File: config.mk
export PLATFORM = sky130hd
export DESIGN_NAME = snn_step_ctrl
export DESIGN_NICKNAME = d
export VERILOG_FILES = /design/src/rtl/snn_step_ctrl.sv
export SDC_FILE = /design/constraint.sdc
export NUM_CORES = 1
export LEC_CHECK = 0
export CAP_MARGIN = 5
export CORE_MARGIN = 2
export CORE_UTILIZATION = 44
export DETAILED_ROUTE_END_ITERATION = 8
export PLACE_DENSITY = 0.8
export SETUP_SLACK_MARGIN = 0.02
export SLEW_MARGIN = 20
export SYNTH_ARGS = -nofsm -noshare
export SYNTH_HDL_FRONTEND = slang
export SYNTH_SLANG_ARGS = --single-unit
File: constraint.sdc
create_clock -name clk -period 3 [get_ports clk]
set_input_delay 0.45 -clock clk [delete_from_list [all_inputs] [get_ports clk]]
set_output_delay 0.45 -clock clk [all_outputs]
set_load 0.005 [all_outputs]
File: src/rtl/snn_step_ctrl.sv
// Timestep sequencer for the 32-neuron SNN core. Each timestep runs SET, then N_NUM
// accumulate cycles, a drain/decay pair, PDE and FINISH. Timesteps repeat num_steps times per run.
module snn_step_ctrl #(
  parameter int N_NUM = 32,
  parameter int N_SZ  = 5,
  parameter int ST_W  = 8
) (
  input  logic             clk,
  input  logic             rst,
  input  logic             start,
  input  logic [ST_W-1:0]  num_steps,
  input  logic [N_NUM-1:0] spike_in,
  input  logic [N_NUM-1:0] fire_in,
  output logic [2:0]       state,
  output logic             busy,
  output logic             set_en,
  output logic             shift_en,
  output logic             syn_en,
  output logic [N_SZ-1:0]  w_addr,
  output logic             decay_en,
  output logic             pde_en,
  output logic [N_NUM-1:0] spike_out,
  output logic [ST_W-1:0]  step_cnt,
  output logic             done
);

  typedef enum logic [2:0] {
    S_IDLE     = 3'b000,
    S_SET      = 3'b001,
    S_SYN_ACCU = 3'b010,
    S_DECAY    = 3'b011,
    S_PDE      = 3'b100,
    S_FINISH   = 3'b101,
    S_DONE     = 3'b110
  } state_e;

  state_e           state_q, state_d;
  logic [N_SZ-1:0]  cnt_q, cnt_d;
  logic [ST_W-1:0]  step_cnt_q, step_cnt_d;
  logic [ST_W-1:0]  steps_q, steps_d;
  logic [N_NUM-1:0] spk_lat_q, spk_lat_d;
  logic [N_NUM-1:0] spike_out_q, spike_out_d;
  logic             dcy_q, dcy_d;
  logic [ST_W:0]    step_next;

  always_ff @(posedge clk or negedge rst) begin
    if (!rst) begin
      state_q     <= S_IDLE;
      cnt_q       <= '0;
      step_cnt_q  <= '0;
      steps_q     <= '0;
      spk_lat_q   <= '0;
      spike_out_q <= '0;
      dcy_q       <= 1'b0;
    end else begin
      state_q     <= state_d;
      cnt_q       <= cnt_d;
      step_cnt_q  <= step_cnt_d;
      steps_q     <= steps_d;
      spk_lat_q   <= spk_lat_d;
      spike_out_q <= spike_out_d;
      dcy_q       <= dcy_d;
    end
  end

  // One bit wider so the compare against a 255-step run cannot overflow.
  assign step_next = {1'b0, step_cnt_q} + (ST_W+1)'(1);

  always_comb begin
    state_d     = state_q;
    cnt_d       = cnt_q;
    step_cnt_d  = step_cnt_q;
    steps_d     = steps_q;
    spk_lat_d   = spk_lat_q;
    spike_out_d = spike_out_q;
    dcy_d       = dcy_q;
    set_en      = 1'b0;
    shift_en    = 1'b0;
    syn_en      = 1'b0;
    decay_en    = 1'b0;
    pde_en      = 1'b0;
    done        = 1'b0;

    case (state_q)
      S_IDLE: begin
        if (start) begin
          steps_d    = (num_steps == '0) ? ST_W'(1) : num_steps;
          step_cnt_d = '0;
          state_d    = S_SET;
        end
      end
      S_SET: begin
        set_en    = 1'b1;
        spk_lat_d = spike_in;
        cnt_d     = '0;
        state_d   = S_SYN_ACCU;
      end
      S_SYN_ACCU: begin
        shift_en = 1'b1;
        syn_en   = spk_lat_q[cnt_q];
        if (cnt_q == N_SZ'(N_NUM - 1)) begin
          cnt_d   = '0;
          dcy_d   = 1'b0;
          state_d = S_DECAY;
        end else begin
          cnt_d = cnt_q + N_SZ'(1);
        end
      end
      // First DECAY cycle drains the synapse pipeline; decay fires on the second.
      S_DECAY: begin
        if (dcy_q) begin
          decay_en = 1'b1;
          dcy_d    = 1'b0;
          state_d  = S_PDE;
        end else begin
          dcy_d = 1'b1;
        end
      end
      S_PDE: begin
        pde_en  = 1'b1;
        state_d = S_FINISH;
      end
      S_FINISH: begin
        spike_out_d = fire_in;
        step_cnt_d  = step_next[ST_W-1:0];
        if (step_next < {1'b0, steps_q}) state_d = S_SET;
        else                             state_d = S_DONE;
      end
      S_DONE: begin
        done    = 1'b1;
        state_d = S_IDLE;
      end
      default: state_d = S_IDLE;
    endcase
  end

  assign state     = state_q;
  assign busy      = (state_q != S_IDLE);
  assign w_addr    = cnt_q;
  assign spike_out = spike_out_q;
  assign step_cnt  = step_cnt_q;

endmodule

**Yosys cells after proc, flatten, opt, wreduce, memory -nomap -nowiden**

Index checks and enable logic that the tools add are counted.
Widths: inputs -> output; s select.

- Register bits after elaboration: 89
- Bits of input ports: 75
- Output and inout bits: 55
- Logic and storage cells: 53

- Add/sub/neg operators: 2
- $lt $le $gt $ge: 2
- Eq/ne operators: 10
- Muxes and demuxes: 22
- Reduce and logical (&&, ||, !) cells: 10

Operators by type and width:

| operator | count |
|---|---|
| $pmux 3 s6 | 1 |
| $mux 8 | 2 |
| $pmux 8 s2 | 1 |
| $mux 3 | 4 |
| $mux 1 | 10 |
| $pmux 5 s2 | 1 |
| $add 8x1->9 const B | 1 |
| $eq 3x3->1 const B | 3 |
| $lt 9x8->1 | 1 |
| $logic_not 8->1 | 1 |
| $eq 3x2->1 const B | 2 |
| $lt 5x6->1 const B | 1 |
| $ne 2x2->1 const B | 3 |
| $reduce_and 2->1 | 3 |
| $reduce_bool 2->1 | 3 |
| $add 5x1->5 const B | 1 |
| $bmux 1 s5 | 1 |
| $eq 5x5->1 const B | 1 |
| $mux 5 | 1 |
| $eq 3x1->1 const B | 1 |
| $logic_not 3->1 | 1 |
| $reduce_and 3->1 | 1 |
| $reduce_bool 3->1 | 1 |
| $pmux 1 s2 | 1 |

**Logic depth before layout (Yosys ltp)**

Gate-level depths: netlist of run 1.

- Word-level depth: 4
- Gate-level depth with buffers: 8
- Depth with buffers taken out: 8

**Worst setup path after synthesis of run 1**

Ideal clock, no wire load.

- Path kind: reg2reg
- Start point: reg step_cnt_q[0], in the netlist step_cnt[0]
- End point: reg state_q[2], in the netlist state[2]
- Setup time: 0.142 ns
- Data arrival time: 1.989 ns
- Data required time: 2.858 ns
- Setup slack: 0.869 ns
- Cell stages (with the launch flop): 9
- Buffers on the path: 0
- Clock period less this slack: 2.131 ns
- Path through: dfrtp_1 ha_1 nand3_1 nor2_1 xor2_1 ha_1 a21o_1 a221oi_1 a31oi_1

- Longest elaborated chain between the ends: 4

RTL lines:

| element | line | RTL |
|---|---|---|
| start: declaration | 39 | `logic [ST_W-1:0] step_cnt_q, step_cnt_d;` |
| start signal: assignment | 58 | `step_cnt_q <= step_cnt_d;` |
| $add 8x1->9 | 67 | `assign step_next = {1'b0, step_cnt_q} + (ST_W+1)'(1);` |
| $lt 9x8->1 | 126 | `if (step_next < {1'b0, steps_q}) state_d = S_SET;` |
| $mux 3 | 126 |  |
| $pmux 3 s6 | 84 | `case (state_q)` |
| end signal: assignment | 56 | `state_q <= state_d;` |
| end: declaration | 37 | `state_e state_q, state_d;` |

No other way between the ends.
A chain may end at the register's enable or synchronous reset.

**Final worst setup path of run 1**

- Start point: reg cnt_q[0], in the netlist w_addr[0]
- End point: out syn_en

- Longest elaborated chain between the ends: 3

RTL lines:

| element | line | RTL |
|---|---|---|
| start: declaration | 38 | `logic [N_SZ-1:0] cnt_q, cnt_d;` |
| start signal: assignment | 57 | `cnt_q <= cnt_d;` |
| $bmux 1 s5 | 100 | `syn_en = spk_lat_q[cnt_q];` |
| $mux 1 (not written as such) | 100 |  |
| $mux 1 | 84 |  |
| end: declaration | 18 | `output logic syn_en,` |

No other way between the ends. The select of a mux whose other input is x is not followed.

==> results by group, run 1 <==
Run status
  – Status: complete, no violations

Final layout
  – Diode count: 0
  – Most common cell after layout, fill and taps aside: clkdlybuf4s50_1
  – Ratio of cells with drive above 1 in the final layout: 12.1%
  – Area growth from synthesis to final layout: 36.8%
  – Fin nets: 595
  – Commonest cells after routing, fill and taps aside: 128 x clkdlybuf4s50_1, 118 x nand2_1, 88 x dfrtp_1
  – Layout filler cell count: 748

Timing
  – RSZ-0062 raised after global routing: false
  – Max-slew headroom: 42.8%
  – Setup ws final: 151 ps
  – Fin. max-slew vios: 0
  – Fin Hold WS: 143 ps
  – Final Hold Vio Count: 0
  – Crit share post-route: 95.0%
  – Fmax achieved: 351 MHz
  – Worst clock skew: 6.78 ps
  – Worst slew pin tran: 856 ps
  – Final setup violation count: 0
  – Clock period minus worst slack: 2850 ps
  – Setup_tns: 0 ps

Critical path
  – CP Class: reg2out
  – Worst EP required: 2550 ps
  – R2R Path Start: step_cnt[0]$_DFFE_PN0P_
  – Crit-path max cell delay: 510 ps
  – CP cell instances: buf_4, mux4_2, nand2_1, nand3_1, o221a_1, clkdlybuf4s50_1
  – Reg2Reg Depth: 8
  – R2r endpoint: state[2]$_DFFE_PN0P_
  – Critical Path Start Type: register
  – CP max-delay cell: mux4_2
  – Crit-path max FO: 10
  – R2R Setup Slk: 610 ps
  – Crit. End Element: primary output
  – Crit. Startpoint: w_addr[0]$_DFFE_PN0P_
  – Arr. time, crit path: 2400 ps

Logic synthesis
  – Syn nets: 470
  – Mean Syn Cell Area: 10.8 um2
  – Post-synth EDFFs: 0
  – Synth cell types: 50
  – Synthesized flop and latch total: 89
  – Synth Flop Type: dfrtp_1
  – Synth Warn #: 0
  – Post-Syn Instances: 385
  – Post-synth top area share: 53.6%
  – Cell taking the most area after synthesis: dfrtp_1
  – Synth area leaders: dfrtp_1 54%, nand2_1 11%, mux2_2 9.2%, ha_1 3.0%, o21ai_0 2.0%
  – Synthesized cell area: 0.00415 mm2
  – Ys async rst share: 100%
  – Fraction of the yosys area taken by sequential cells: 53.6%

Detailed routing
  – Wirelength per Cell: 15.8 um
  – First-pass iteration count of the detailed router: 4
  – Post-route ant nets: 0
  – Initial DRC count: 75
  – Routed wire length: 9.85 mm
  – DRC: 0
  – Vias: 3258
  – Vias per Instance: 5.21

Power
  – Pwr dens: 964 mW/mm2
  – Worst vdd ir: 0.000494 V
  – Leakage: 0.00253 uW

Clocking
  – CTS tree: done
  – Post-CTS Setup Bufs: 0
  – PostCTS Resize Cnt: 0
  – Clock Tree Buf Depth: 2
  – CTS sink cnt: 89
  – Clock Tree Root: clkbuf_8
  – # H-tree levels: 3
  – Clk_lat worst skew: 350 ps
  – CTS clock-pin slew for the worst setup and hold paths: 90 ps
  – CTS Buf Count: 9
  – # hold bufs at CTS: 0

Floorplanning
  – Ports: 130
  – Row count: 35
  – Die height: 101 um
  – Die width: 101 um
  – Die area: 0.0102 mm2
  – Initial Util: 45.2%
  – Core Area: 0.00920 mm2

GRT
  – Vias in the first global route: 3399
  – First-pass GRT wire length: 16.0 mm
  – Grt total ovfl: 0
  – Largest net degree at the start of global routing: 90
  – Initial antenna violation count: 0
  – Total GRT Usage: 19.9%

Run
  – Max Cap Violations: 0

Placement
  – Pre-CTS WS: 443 ps
  – RePlAce Congestion: 0.800
  – I/O Buffers: 129
  – Post-DP HPWL: 6.86 mm

Hold path
  – Hold Path Class: in2async
flip-flops by register name, indices dropped and copies added (netlist names):
| name | count |
|---|---|
| step_cnt | 8 |
| spk_lat_q | 32 |
| steps_q | 8 |
| w_addr | 5 |
| dcy_q | 1 |
| state | 3 |
| spike_out | 32 |
synth_stat cells (7+ instances only):
cell type,instances
o21ai_0,17
nand2_1,118
inv_1,9
ha_1,10
clkbuf_1,7
dfrtp_1,89
nor2_1,14
nand3_1,7
mux2_2,34
mux2i_1,7
final cells by class:
type | count | area, um2 | area share [%]
Inverter | 9 | 33.8 | 0.594
Clock inverter | 2 | 37.5 | 0.660
Tap cell | 111 | 139 | 2.44
Clock buffer | 13 | 159 | 2.80
Timing Repair Buffer | 135 | 1340 | 23.5
Sequential cell | 89 | 2230 | 39.2
Multi-Input combinational cell | 266 | 1750 | 30.8
worst max path at each step:
stage / end / slack [ps] / cells past startpoint
2_1_floorplan: state[2]$_DFFE_PN0P_ / 870 / 8
3_3_place_gp: syn_en / 480 / 6
3_5_place_dp: syn_en / 440 / 6
4_1_cts: syn_en / 30 / 6
5_1_grt: syn_en / 40 / 6
6_report: syn_en / 150 / 6
critical path: cells and delay by family (launching register included):
family          cells  cell delay, ps
compound gates      1             240
buf+inv             2             680
flops               1             460
mux                 1             510
simple gates        2             150
through the flow:
step | std cells | util, % | instance area, um2 | total power [uW]
floorplan | 385 | - | 4150 | 3520
global placement | 610 | 59.6 | 5480 | 4540
detailed placement | 610 | 59.6 | 5480 | 4660
CTS | 625 | 61.8 | 5680 | 5540
global route | 625 | 61.8 | 5680 | 5880
finish | 625 | 61.8 | 5680 | 5480
layer usage:
| layer | up-vias | GRT usage [%] | share of wire [%] |
|---|---|---|---|
| li1 | 1553 | - | - |
| met1 | 1593 | 24.6 | 44 |
| met2 | 103 | 33.5 | 49 |
| met3 | 9 | 6.49 | 6.8 |
| met4 | 0 | 5.61 | 0.88 |
| met5 | - | 0 | 0 |
cell families (layout without fill, tap and decap cells):
family,count (synthesis),after routing,share of synthesized area [%]
and+or+nand+nor,159,159,16.5
DFF,89,89,53.6
muxes,46,46,13.9
AOI/OAI and AO/OA,45,45,7.29
buffers and inverters,30,159,4.43
adders and majority gates,10,10,3.01
xor gates and xnor gates,6,6,1.27
where the power goes:
group	switching, uW	internal [uW]	total (uW)
clock network	411	428	839
logic	907	1450	2350
registers	496	1790	2290
total	1810	3670	5480
No activity file was read; power rests on OpenSTA's default activity.
==> run 2, diff against run 1 <==
Settings changed: REMOVE_ABC_BUFFERS from default to 1.
Clock period 3 ns to 2.75 ns, I/O delays scaled along.
==> run 2 against run 1 <==
Net effect: first-iteration DRC count increased by 71%; total power rose by 13%; die area stayed put; count of clock-buffer cells in the layout shrank 4; critical path type unchanged; largest power group unchanged.
==> results by group, run 2 (same netlist as run 1, synthesis figures left out) <==
Clocking
  – CTS sink cnt: 89 (unchanged)
  – CTS Buf Count: 9 (unchanged)
  – Post-CTS Setup Bufs: 0 (unchanged)
  – # hold bufs at CTS: 0 (unchanged)
  – Clk_lat worst skew: 360 ps (about the same)
  – PostCTS Resize Cnt: 4 (+4)
  – Clock Tree Root: clkbuf_8
  – Clock Tree Buf Depth: 2 (unchanged)
  – CTS tree: done
  – # H-tree levels: 3 (unchanged)
  – CTS clock-pin slew for the worst setup and hold paths: 90 ps (about the same)

Detailed routing
  – Initial DRC count: 128 (+71%)
  – DRC: 0 (unchanged)
  – Wirelength per Cell: 15.4 um (-2.0%)
  – Post-route ant nets: 0 (unchanged)
  – First-pass iteration count of the detailed router: 4 (unchanged)
  – Routed wire length: 9.73 mm (-1.2%)
  – Vias: 3223 (-1.1%)
  – Vias per Instance: 5.12 (-1.9%)

GRT
  – Vias in the first global route: 3294 (-3.1%)
  – Grt total ovfl: 0 (unchanged)
  – Total GRT Usage: 19.6% (-0.22 points)
  – Largest net degree at the start of global routing: 49 (-46%)
  – First-pass GRT wire length: 15.8 mm (-1.2%)
  – Initial antenna violation count: 0 (unchanged)

Floorplanning
  – Ports: 130 (unchanged)
  – Initial Util: 45.2% (unchanged)
  – Row count: 35 (unchanged)
  – Core Area: 0.00920 mm2 (unchanged)
  – Die height: 101 um (unchanged)
  – Die area: 0.0102 mm2 (unchanged)
  – Die width: 101 um (unchanged)

Run status
  – Status: complete, no violations

Timing
  – Crit share post-route: 94.7%
  – Max-slew headroom: 63.7% (+21 points)
  – Clock period minus worst slack: 2610 ps
  – RSZ-0062 raised after global routing: false
  – Fmax achieved: 384 MHz
  – Fin Hold WS: 12.0 ps (-131 ps)
  – Final setup violation count: 0 (unchanged)
  – Worst clock skew: 7.02 ps (+0.243 ps)
  – Worst slew pin tran: 545 ps (-311 ps)
  – Fin. max-slew vios: 0 (unchanged)
  – Final Hold Vio Count: 0 (unchanged)
  – Setup_tns: 0 ps (unchanged)

Final layout
  – Commonest cells after routing, fill and taps aside: 127 x clkdlybuf4s50_1, 118 x nand2_1, 88 x dfrtp_1
  – Area growth from synthesis to final layout: 39.2%
  – Most common cell after layout, fill and taps aside: clkdlybuf4s50_1
  – Fin area: 0.00578 mm2 (+1.7%)
  – Fin nets: 599 (+0.67%)
  – Layout Cells excl Fill: 630 (+0.80%)
  – Diode count: 0 (unchanged)
  – Ratio of cells with drive above 1 in the final layout: 13.3% (+1.2 points)
  – Layout filler cell count: 780 (+4.3%)

Critical path
  – Critical Path Start Type: register
  – Crit. End Element: primary output
  – Crit-path max FO: 5 (-5)
  – Worst EP required: 2340 ps (-210 ps)
  – Arr. time, crit path: 2190 ps (-210 ps)
  – CP Class: reg2out

Hold path
  – Hold Path Class: in2async

Power
  – Worst vdd ir: 0.000424 V (-14%)
  – Leakage: 0.00258 uW (+2.2%)
  – Pwr dens: 1070 mW/mm2 (+11%)
  – Pwr Total: 6190 uW (+13%)

Placement
  – # placed instances: 614 (+0.66%)
  – RePlAce Congestion: 0.811 (+1.4%)
  – I/O Buffers: 129 (unchanged)
  – Post-DP HPWL: 7.02 mm (+2.4%)
  – DP Area: 0.00553 mm2 (+0.78%)

Run
  – Max Cap Violations: 0 (unchanged)
-- run 2: changes by cell type in the layout (fill, tap and decap cells not counted) --
cell,before,now
buf_6,1,0
clkdlybuf4s50_1,128,127
clkbuf_8,11,9
bufinv_16,1,3
buf_4,6,9
inv_6,0,3
clkbuf_1,2,0
buf_8,0,1
buf_12,0,1
dlygate4sd2_1,0,1
-- run 2: per-layer routing --
metal	wire, um	part of all wire, %	GRT usage, %	up-vias
li1	-	-	-	1562
met1	4230	43	25.7	1558
met2	4780	49	31.9	87
met3	523	5.4	4.14	16
met4	197	2.0	8.21	0
met5	0	0	0	-
-- run 2: per-stage QoR --
stage | util [%] | setup WS [ps]
4_1_cts | 62.9 | 117
3_3_place_gp | 60.1 | 294
6_report | 62.9 | 145
3_5_place_dp | 60.1 | 237
2_1_floorplan | - | 82.3
5_1_grt | 62.9 | 44.1
-- run 2: worst paths after layout --
path | startpoint | end | slack, ps | depth (start not counted)
max | w_addr[0]$_DFFE_PN0P_ | syn_en | 140 | 4
min | rst | spk_lat_q[29]$_DFFE_PN0P_ | 10 | 1
max reg2reg | step_cnt[0]$_DFFE_PN0P_ | state[1]$_DFFE_PN0P_ | 270 | 8
min reg2reg | spike_out[18]$_DFFE_PN0P_ | spike_out[18]$_DFFE_PN0P_ | 480 | 2
max in group asynchronous | rst | spike_out[3]$_DFFE_PN0P_ | 2080 | 2
min in group clk | spike_out[18]$_DFFE_PN0P_ | spike_out[18]$_DFFE_PN0P_ | 480 | 2
-- run 2: worst max-delay path: stages, from the launching register on --
cell	delay, ps
dfrtp_2	470
mux4_2	530
a211o_1	300
o221a_1	270
dlygate4sd2_1	260
-- run 2: power breakdown --
part | total [uW] | switching, uW | internal [uW]
clock network | 1120 | 503 | 613
logic | 2660 | 1060 | 1600
registers | 2420 | 463 | 1950
-- run 2: cell type report --
cell class / count / area (um2) / share of cell area, %
sequential: 89 / 2230 / 38.5
timing repair buffer: 139 / 1380 / 23.9
tap: 111 / 139 / 2.40
inverter: 9 / 33.8 / 0.584
multi-input combinational: 266 / 1750 / 30.3
clock buffer: 9 / 124 / 2.14
clock inverter: 7 / 124 / 2.14
==> run 3, diff against run 2 <==
Settings changed: CAP_MARGIN 5 to default.
==> results of run 3 <==
Final layout, timing and power as in run 2 (identical DEF).
